**src/rtl/gb_lcd_tx.sv**
```systemverilog
// Game Boy LCD transmit: 2-bit pixel stream in, fixed-timing pixel clock/sync/data out.
// A small FIFO decouples the PPU from LCD timing; starvation is flagged, never waited out.
module gb_lcd_tx #(
  parameter int CLK_DIV    = 4,
  parameter int H_ACTIVE   = 160,
  parameter int H_TOTAL    = 228,
  parameter int HS_START   = 164,
  parameter int HS_WIDTH   = 8,
  parameter int V_ACTIVE   = 144,
  parameter int V_TOTAL    = 154,
  parameter int VS_WIDTH   = 1,
  parameter int FIFO_DEPTH = 16
) (
  input  logic       pclk,
  input  logic       rst_n,
  input  logic       lcd_on,
  input  logic [1:0] px_data,
  input  logic       px_sof,
  input  logic       px_valid,
  output logic       px_ready,
  output logic       gb_pclk,
  output logic       gb_de,
  output logic       gb_hsync,
  output logic       gb_vsync,
  output logic [1:0] gb_pixel,
  output logic       frame_done,
  output logic       underrun,
  output logic       sync_err
);

  localparam int DW = $clog2(CLK_DIV);
  localparam int AW = $clog2(FIFO_DEPTH);
  localparam int CW = AW + 1;

  localparam logic [DW-1:0] DIV_LAST  = DW'(CLK_DIV - 1);
  localparam logic [DW-1:0] DIV_HALF  = DW'(CLK_DIV / 2);
  localparam logic [CW-1:0] FIFO_FULL = CW'(FIFO_DEPTH);
  localparam logic [7:0]    H_ACT     = 8'(H_ACTIVE);
  localparam logic [7:0]    H_LAST    = 8'(H_TOTAL - 1);
  localparam logic [7:0]    HS_BEG    = 8'(HS_START);
  localparam logic [7:0]    HS_END    = 8'(HS_START + HS_WIDTH);
  localparam logic [7:0]    V_ACT     = 8'(V_ACTIVE);
  localparam logic [7:0]    V_LAST    = 8'(V_TOTAL - 1);
  localparam logic [7:0]    VS_BEG    = 8'(V_ACTIVE);
  localparam logic [7:0]    VS_END    = 8'(V_ACTIVE + VS_WIDTH);

  typedef enum logic {IDLE, RUN} state_e;

  // ---------------- divider ----------------
  logic [DW-1:0] div_cnt_q, div_cnt_d;
  logic          gb_pclk_q, gb_pclk_d;
  logic          tick;

  assign tick = (div_cnt_q == DIV_LAST);

  // ---------------- FIFO ----------------
  logic [2:0]    fifo_mem [FIFO_DEPTH];
  logic [AW-1:0] wr_ptr_q, wr_ptr_d;
  logic [AW-1:0] rd_ptr_q, rd_ptr_d;
  logic [CW-1:0] count_q, count_d;
  logic          push, pop, flush;
  logic          fifo_empty;
  logic          head_sof;
  logic [1:0]    head_data;

  assign px_ready   = lcd_on && (count_q < FIFO_FULL);
  assign push       = px_valid && px_ready;
  assign fifo_empty = (count_q == '0);
  assign head_sof   = fifo_mem[rd_ptr_q][2];
  assign head_data  = fifo_mem[rd_ptr_q][1:0];

  always_ff @(posedge pclk) begin
    if (push) fifo_mem[wr_ptr_q] <= {px_sof, px_data};
  end

  always_comb begin
    wr_ptr_d = wr_ptr_q;
    rd_ptr_d = rd_ptr_q;
    count_d  = count_q;
    if (flush) begin
      wr_ptr_d = '0;
      rd_ptr_d = '0;
      count_d  = '0;
    end else begin
      if (push) wr_ptr_d = wr_ptr_q + 1'b1;
      if (pop)  rd_ptr_d = rd_ptr_q + 1'b1;
      count_d = count_q + CW'(push) - CW'(pop);
    end
  end

  // ---------------- timing FSM ----------------
  state_e     state_q, state_d;
  logic [7:0] h_q, h_d, v_q, v_d;
  logic [7:0] h_nxt, v_nxt;
  logic       de_q, de_d, hs_q, hs_d, vs_q, vs_d;
  logic [1:0] pix_q, pix_d;
  logic       frame_done_q, frame_done_d;
  logic       underrun_q, underrun_d;
  logic       sync_err_q, sync_err_d;
  logic       slot_de, slot_hs, slot_vs, slot_top, slot_last;
  logic       emit, abort;

  // h_q/v_q name the slot being emitted on the coming tick; both stay 0 in IDLE.
  assign slot_de   = (v_q < V_ACT) && (h_q < H_ACT);
  assign slot_hs   = (h_q >= HS_BEG) && (h_q < HS_END);
  assign slot_vs   = (v_q >= VS_BEG) && (v_q < VS_END);
  assign slot_top  = (h_q == 8'd0) && (v_q == 8'd0);
  assign slot_last = (h_q == H_ACT - 8'd1) && (v_q == V_ACT - 8'd1);
  assign h_nxt     = (h_q == H_LAST) ? 8'd0 : h_q + 8'd1;
  assign v_nxt     = (h_q != H_LAST) ? v_q : ((v_q == V_LAST) ? 8'd0 : v_q + 8'd1);

  always_comb begin
    div_cnt_d    = div_cnt_q;
    gb_pclk_d    = gb_pclk_q;
    state_d      = state_q;
    h_d          = h_q;
    v_d          = v_q;
    de_d         = de_q;
    hs_d         = hs_q;
    vs_d         = vs_q;
    pix_d        = pix_q;
    frame_done_d = 1'b0;
    underrun_d   = underrun_q;
    sync_err_d   = sync_err_q;
    pop          = 1'b0;
    flush        = 1'b0;
    emit         = 1'b0;
    abort        = 1'b0;
    if (!lcd_on) begin
      div_cnt_d  = '0;
      gb_pclk_d  = 1'b0;
      state_d    = IDLE;
      h_d        = 8'd0;
      v_d        = 8'd0;
      de_d       = 1'b0;
      hs_d       = 1'b0;
      vs_d       = 1'b0;
      pix_d      = 2'd0;
      underrun_d = 1'b0;
      sync_err_d = 1'b0;
      flush      = 1'b1;
    end else begin
      div_cnt_d = tick ? '0 : div_cnt_q + 1'b1;
      gb_pclk_d = (div_cnt_d >= DIV_HALF);
      if (tick) begin
        de_d  = 1'b0;
        hs_d  = 1'b0;
        vs_d  = 1'b0;
        pix_d = 2'd0;
        // IDLE drains stale pixels until a frame start reaches the head.
        emit = (state_q == RUN) || (!fifo_empty && head_sof);
        if (state_q == IDLE && !fifo_empty && !head_sof) pop = 1'b1;
        if (emit) begin
          if (slot_de) begin
            if (fifo_empty) begin
              underrun_d = 1'b1;
            end else if (head_sof != slot_top) begin
              // A late sof is kept at the head so IDLE restarts on it next tick.
              sync_err_d = 1'b1;
              abort      = 1'b1;
              pop        = !head_sof;
            end else begin
              pop   = 1'b1;
              pix_d = head_data;
            end
          end
          if (abort) begin
            state_d = IDLE;
            h_d     = 8'd0;
            v_d     = 8'd0;
          end else begin
            state_d      = RUN;
            de_d         = slot_de;
            hs_d         = slot_hs;
            vs_d         = slot_vs;
            frame_done_d = slot_last;
            h_d          = h_nxt;
            v_d          = v_nxt;
          end
        end
      end
    end
  end

  always_ff @(posedge pclk or negedge rst_n) begin
    if (!rst_n) begin
      div_cnt_q    <= '0;
      gb_pclk_q    <= 1'b0;
      wr_ptr_q     <= '0;
      rd_ptr_q     <= '0;
      count_q      <= '0;
      state_q      <= IDLE;
      h_q          <= 8'd0;
      v_q          <= 8'd0;
      de_q         <= 1'b0;
      hs_q         <= 1'b0;
      vs_q         <= 1'b0;
      pix_q        <= 2'd0;
      frame_done_q <= 1'b0;
      underrun_q   <= 1'b0;
      sync_err_q   <= 1'b0;
    end else begin
      div_cnt_q    <= div_cnt_d;
      gb_pclk_q    <= gb_pclk_d;
      wr_ptr_q     <= wr_ptr_d;
      rd_ptr_q     <= rd_ptr_d;
      count_q      <= count_d;
      state_q      <= state_d;
      h_q          <= h_d;
      v_q          <= v_d;
      de_q         <= de_d;
      hs_q         <= hs_d;
      vs_q         <= vs_d;
      pix_q        <= pix_d;
      frame_done_q <= frame_done_d;
      underrun_q   <= underrun_d;
      sync_err_q   <= sync_err_d;
    end
  end

  assign gb_pclk    = gb_pclk_q;
  assign gb_de      = de_q;
  assign gb_hsync   = hs_q;
  assign gb_vsync   = vs_q;
  assign gb_pixel   = pix_q;
  assign frame_done = frame_done_q;
  assign underrun   = underrun_q;
  assign sync_err   = sync_err_q;

endmodule

```
**config.mk**
```make
export PLATFORM = sky130hd
export DESIGN_NAME = gb_lcd_tx
export DESIGN_NICKNAME = d
export VERILOG_FILES = /design/src/rtl/gb_lcd_tx.sv
export SDC_FILE = /design/constraint.sdc
export NUM_CORES = 1
export LEC_CHECK = 0
export ABC_AREA = 1
export BUFFER_PORTS_ARGS = -buffer_cell sky130_fd_sc_hd__buf_2
export CAP_MARGIN = 20
export CELL_PAD_IN_SITES_DETAIL_PLACEMENT = 2
export CELL_PAD_IN_SITES_GLOBAL_PLACEMENT = 2
export CORE_MARGIN = 8
export CORE_UTILIZATION = 40
export CTS_CLUSTER_DIAMETER = 100
export DETAILED_ROUTE_END_ITERATION = 8
export GPL_ROUTABILITY_DRIVEN = 0
export PLACE_DENSITY_LB_ADDON = 0.1
export SYNTH_ARGS = -nofsm -noshare
export SYNTH_HDL_FRONTEND = slang
export SYNTH_SLANG_ARGS = --single-unit
```
**constraint.sdc**
```tcl
create_clock -name pclk -period 3.8 [get_ports pclk]
set_clock_uncertainty 0.2 [all_clocks]
set_input_delay 0.19 -clock pclk [delete_from_list [all_inputs] [get_ports pclk]]
set_output_delay 0.19 -clock pclk [all_outputs]
set_load 0.03 [all_outputs]
```
==> flow_metrics.env <==
export IMPL_worst_hold_slack_ns=-0.00381
export IMPL_cts_tree="built"
export IMPL_ant_nets=0
export IMPL_ys_types=40
export IMPL_ys_seq_area_frac=0.536
export IMPL_grtUsageMet3=0.0363
export IMPL_critPathKind="flop to flop"
export IMPL_cts_max_level=3
export IMPL_start_util=0.404
export IMPL_synth_cells=479
export IMPL_pin_count=17
export IMPL_rows=39
export IMPL_grt_use_met1=0.264
export IMPL_drtPass1Iterations=4
export IMPL_run_status="complete, but fails checks"
export IMPL_p_leak_nw=2.22
export IMPL_fin_crit_ns=3.60
export IMPL_synth_simple_area_share=0.236
export IMPL_path_cells="buf_6 -> nand2_1 -> nand2_1 -> nand2_1 -> nand3_1 -> nand3_2 -> nand2_4 -> ha_1 -> o21ai_2 -> nand2_1 -> nand2_1 -> nand3_4 -> nor2_2 -> ha_1 -> inv_1 -> ha_1 -> inv_1 -> fa_2 -> inv_2 -> a21oi_1 -> nor2_1 -> nor2_1 -> xor2_1 -> nor2_1"
export IMPL_syn_nets=505
export IMPL_vdd_drop_max_mv=0.292
export IMPL_ys_ff_latch=88
export IMPL_rr_startpoint="rd_ptr_q[0]$_DFFE_PN0P_"
export IMPL_core_mm2=0.0113
export IMPL_die_x_um=123
export IMPL_num_vias=3526
export IMPL_crit_slowest_cell="dfrtp_2"
export IMPL_rrSetupSlack_ns=0.20
export IMPL_tightest_slew_ns=0.596
export IMPL_pwr_density_cell_mw_per_mm2=499
export IMPL_synth_fa_ha_area_frac=0.0538
export IMPL_grt_ovfl_total=0
export IMPL_initialDrtViolationCount=154
export IMPL_synth_mux_area_frac=0
export IMPL_final_cell_mix="76 x nand2_1, 56 x inv_1, 53 x nor2_1"
export IMPL_worstPathMaxFanout=13
export IMPL_layout_commonest_cell="nand2_1"
export IMPL_crit_required_ns=3.84
export IMPL_portBuffers=16
export IMPL_diodes=0
export IMPL_yosys_area_top_type="edfxtp_1"
export IMPL_synth_area_mm2=0.00455
export IMPL_hold_viol=3
export IMPL_syn_area_per_cell_um2=9.51
export IMPL_cp_common_cell="nand2_1"
export IMPL_rr_endpoint="count_q[4]$_DFF_PN0_"
export IMPL_grt_usage=0.194
export IMPL_cts_buffers=9
export IMPL_maxCapViolCount=0
export IMPL_worst_setup_path_end_kind="flop"
export IMPL_post_route_drc_count=0
export IMPL_synth_top_family_by_area="simple AND/OR/NAND/NOR gates"
export IMPL_routed_wl_mm=13.5
export IMPL_finalSetupViolCount=0
export IMPL_period_share=0.948
export IMPL_cts_buffer_depth=2
export IMPL_vias_per_cell=5.38
export IMPL_crit_arrival_ns=3.64
export IMPL_grt_max_degree=41
export IMPL_met2_usage=0.311
export IMPL_clockRootBuffer="clkbuf_16"
export IMPL_clkTransAtPathRegs_ns=0.07
export IMPL_area_growth_pct=14.0
export IMPL_slew_viol_final=0
export IMPL_max_stage_delay_ns=0.45
export IMPL_antenna_found_initial=0
export IMPL_final_setup_tns_ns=0
export IMPL_violations="hold timing"
export IMPL_synth_compound_area_share=0.0802
export IMPL_finalNetCount=535
export IMPL_grt_pass1_vias=3926
export IMPL_synthTopCellsByArea="edfxtp_1 32%, dfrtp_1 22%, nand2_1 6.3%"
export IMPL_max_slew_margin=0.599
export IMPL_synth_xor_area_share=0.0212
export IMPL_reg2reg_depth=24
export IMPL_drive_gt1_frac=0.175
export IMPL_post_drt_wl_per_cell_um=20.6
export IMPL_crit_path_start_kind="flop"
export IMPL_dieHeight_um=123
export IMPL_post_dp_hpwl_mm=9.60
export IMPL_fmax_mhz=277
export IMPL_clk_latency_ns=0.36
export IMPL_grt_pass1_wl_mm=21.9
export IMPL_grt_busiest_layer="met2"
export IMPL_fp_dieArea_mm2=0.0151
export IMPL_hold_path_class="primary input to async pin"
export IMPL_ys_warn_count=0
export IMPL_synth_top_area_frac=0.316
export IMPL_p_total_w=0.00259
export IMPL_clock_sinks=88
[Yosys cell counts (all sizes together)]
cell type / count
fa: 1
nor2: 56
buf: 9
nand3b: 2
xor2: 9
nand2: 88
o221ai: 8
o21a: 1
a21oi: 9
nand3: 46
nor3: 10
o21ai: 41
nand4: 11
edfxtp: 48
ha: 18
xnor2: 2
inv: 64
o31ai: 1
nor4: 6
a211oi: 1
or2: 3
dfrtp: 40
clkbuf: 5
[worst max-delay path: cells and delay by family (launching register included)]
family | cells | cell delay [ns]
AND/OR/NAND/NOR | 13 | 1.11
adder cells (fa/ha/maj) | 4 | 0.97
flip-flops | 1 | 0.45
buffers and inverters | 4 | 0.39
AO/OA/AOI/OAI | 2 | 0.22
XOR/XNOR | 1 | 0.12
[layout make-up]
type	count	area, um^2
Clock buffer	10	229
Timing Repair inverter	1	3.75
Inverter	64	249
Multi-Input combinational cell	313	1810
Tap cell	143	179
Clock inverter	5	60.1
Timing Repair Buffer	32	219
Sequential cell	88	2440
Fill cell	1196	6080
[what timing repair did]
item,4_1_cts,5_1_grt
pin swaps,0,1
hold endpoints to repair,40,0
buffers inserted,5,1
hold buffers,1,0
setup endpoints to repair,1,3
resized for setup,6,7
cloned,1,0
[state kept, by name, summed over array words and instances, names as in the netlist, 2 cells and up]
name / cells
count_q: 5
div_cnt_q: 2
fifo_mem: 48
gb_pixel: 2
h_q: 8
rd_ptr_q: 4
v_q: 8
wr_ptr_q: 4
[worst max path at each step]
stage	cells after the start	to	slack (ns)	start
3_5_place_dp	22	count_q[4]$_DFF_PN0_	0.07	rd_ptr_q[1]$_DFFE_PN0P_
2_1_floorplan	25	count_q[4]$_DFF_PN0_	0.56	rd_ptr_q[0]$_DFFE_PN0P_
6_report	24	count_q[4]$_DFF_PN0_	0.20	rd_ptr_q[0]$_DFFE_PN0P_
5_1_grt	21	count_q[3]$_DFF_PN0_	-0.06	rd_ptr_q[0]$_DFFE_PN0P_
4_1_cts	24	count_q[4]$_DFF_PN0_	0.05	rd_ptr_q[0]$_DFFE_PN0P_
3_3_place_gp	22	count_q[4]$_DFF_PN0_	0.31	rd_ptr_q[1]$_DFFE_PN0P_
[through the flow]
step                 util  setup WS [ns]  instances  area, um^2  hold WS [ns]
finish              0.461          0.196        656        5190      -0.00381
global route        0.461        -0.0650        656        5190       0.00446
floorplan               -          0.564        479        4550        -0.306
global placement    0.424          0.312        632        4780         0.215
detailed placement  0.424         0.0739        632        4780         0.220
CTS                 0.456         0.0542        654        5140        0.0197
[logic make-up after synthesis]
logic type	Yosys count
AOI/OAI and AO/OA	61
xor gates and xnor gates	11
adders and majority gates	19
buffers and inverters	78
DFF	88
and+or+nand+nor	222
[layer usage]
metal	vias up	share of wire
met5	-	0
met4	0	0.011
met3	11	0.024
met2	40	0.48
met1	1806	0.48
li1	1669	-
[power by group]
part           leakage (nW)  switching (W)  internal [W]
combinational          1.10       0.000417      0.000185
sequential            0.980      0.0000374       0.00105
clock                 0.139       0.000392      0.000508
No activity file was read; power rests on OpenSTA's default activity.
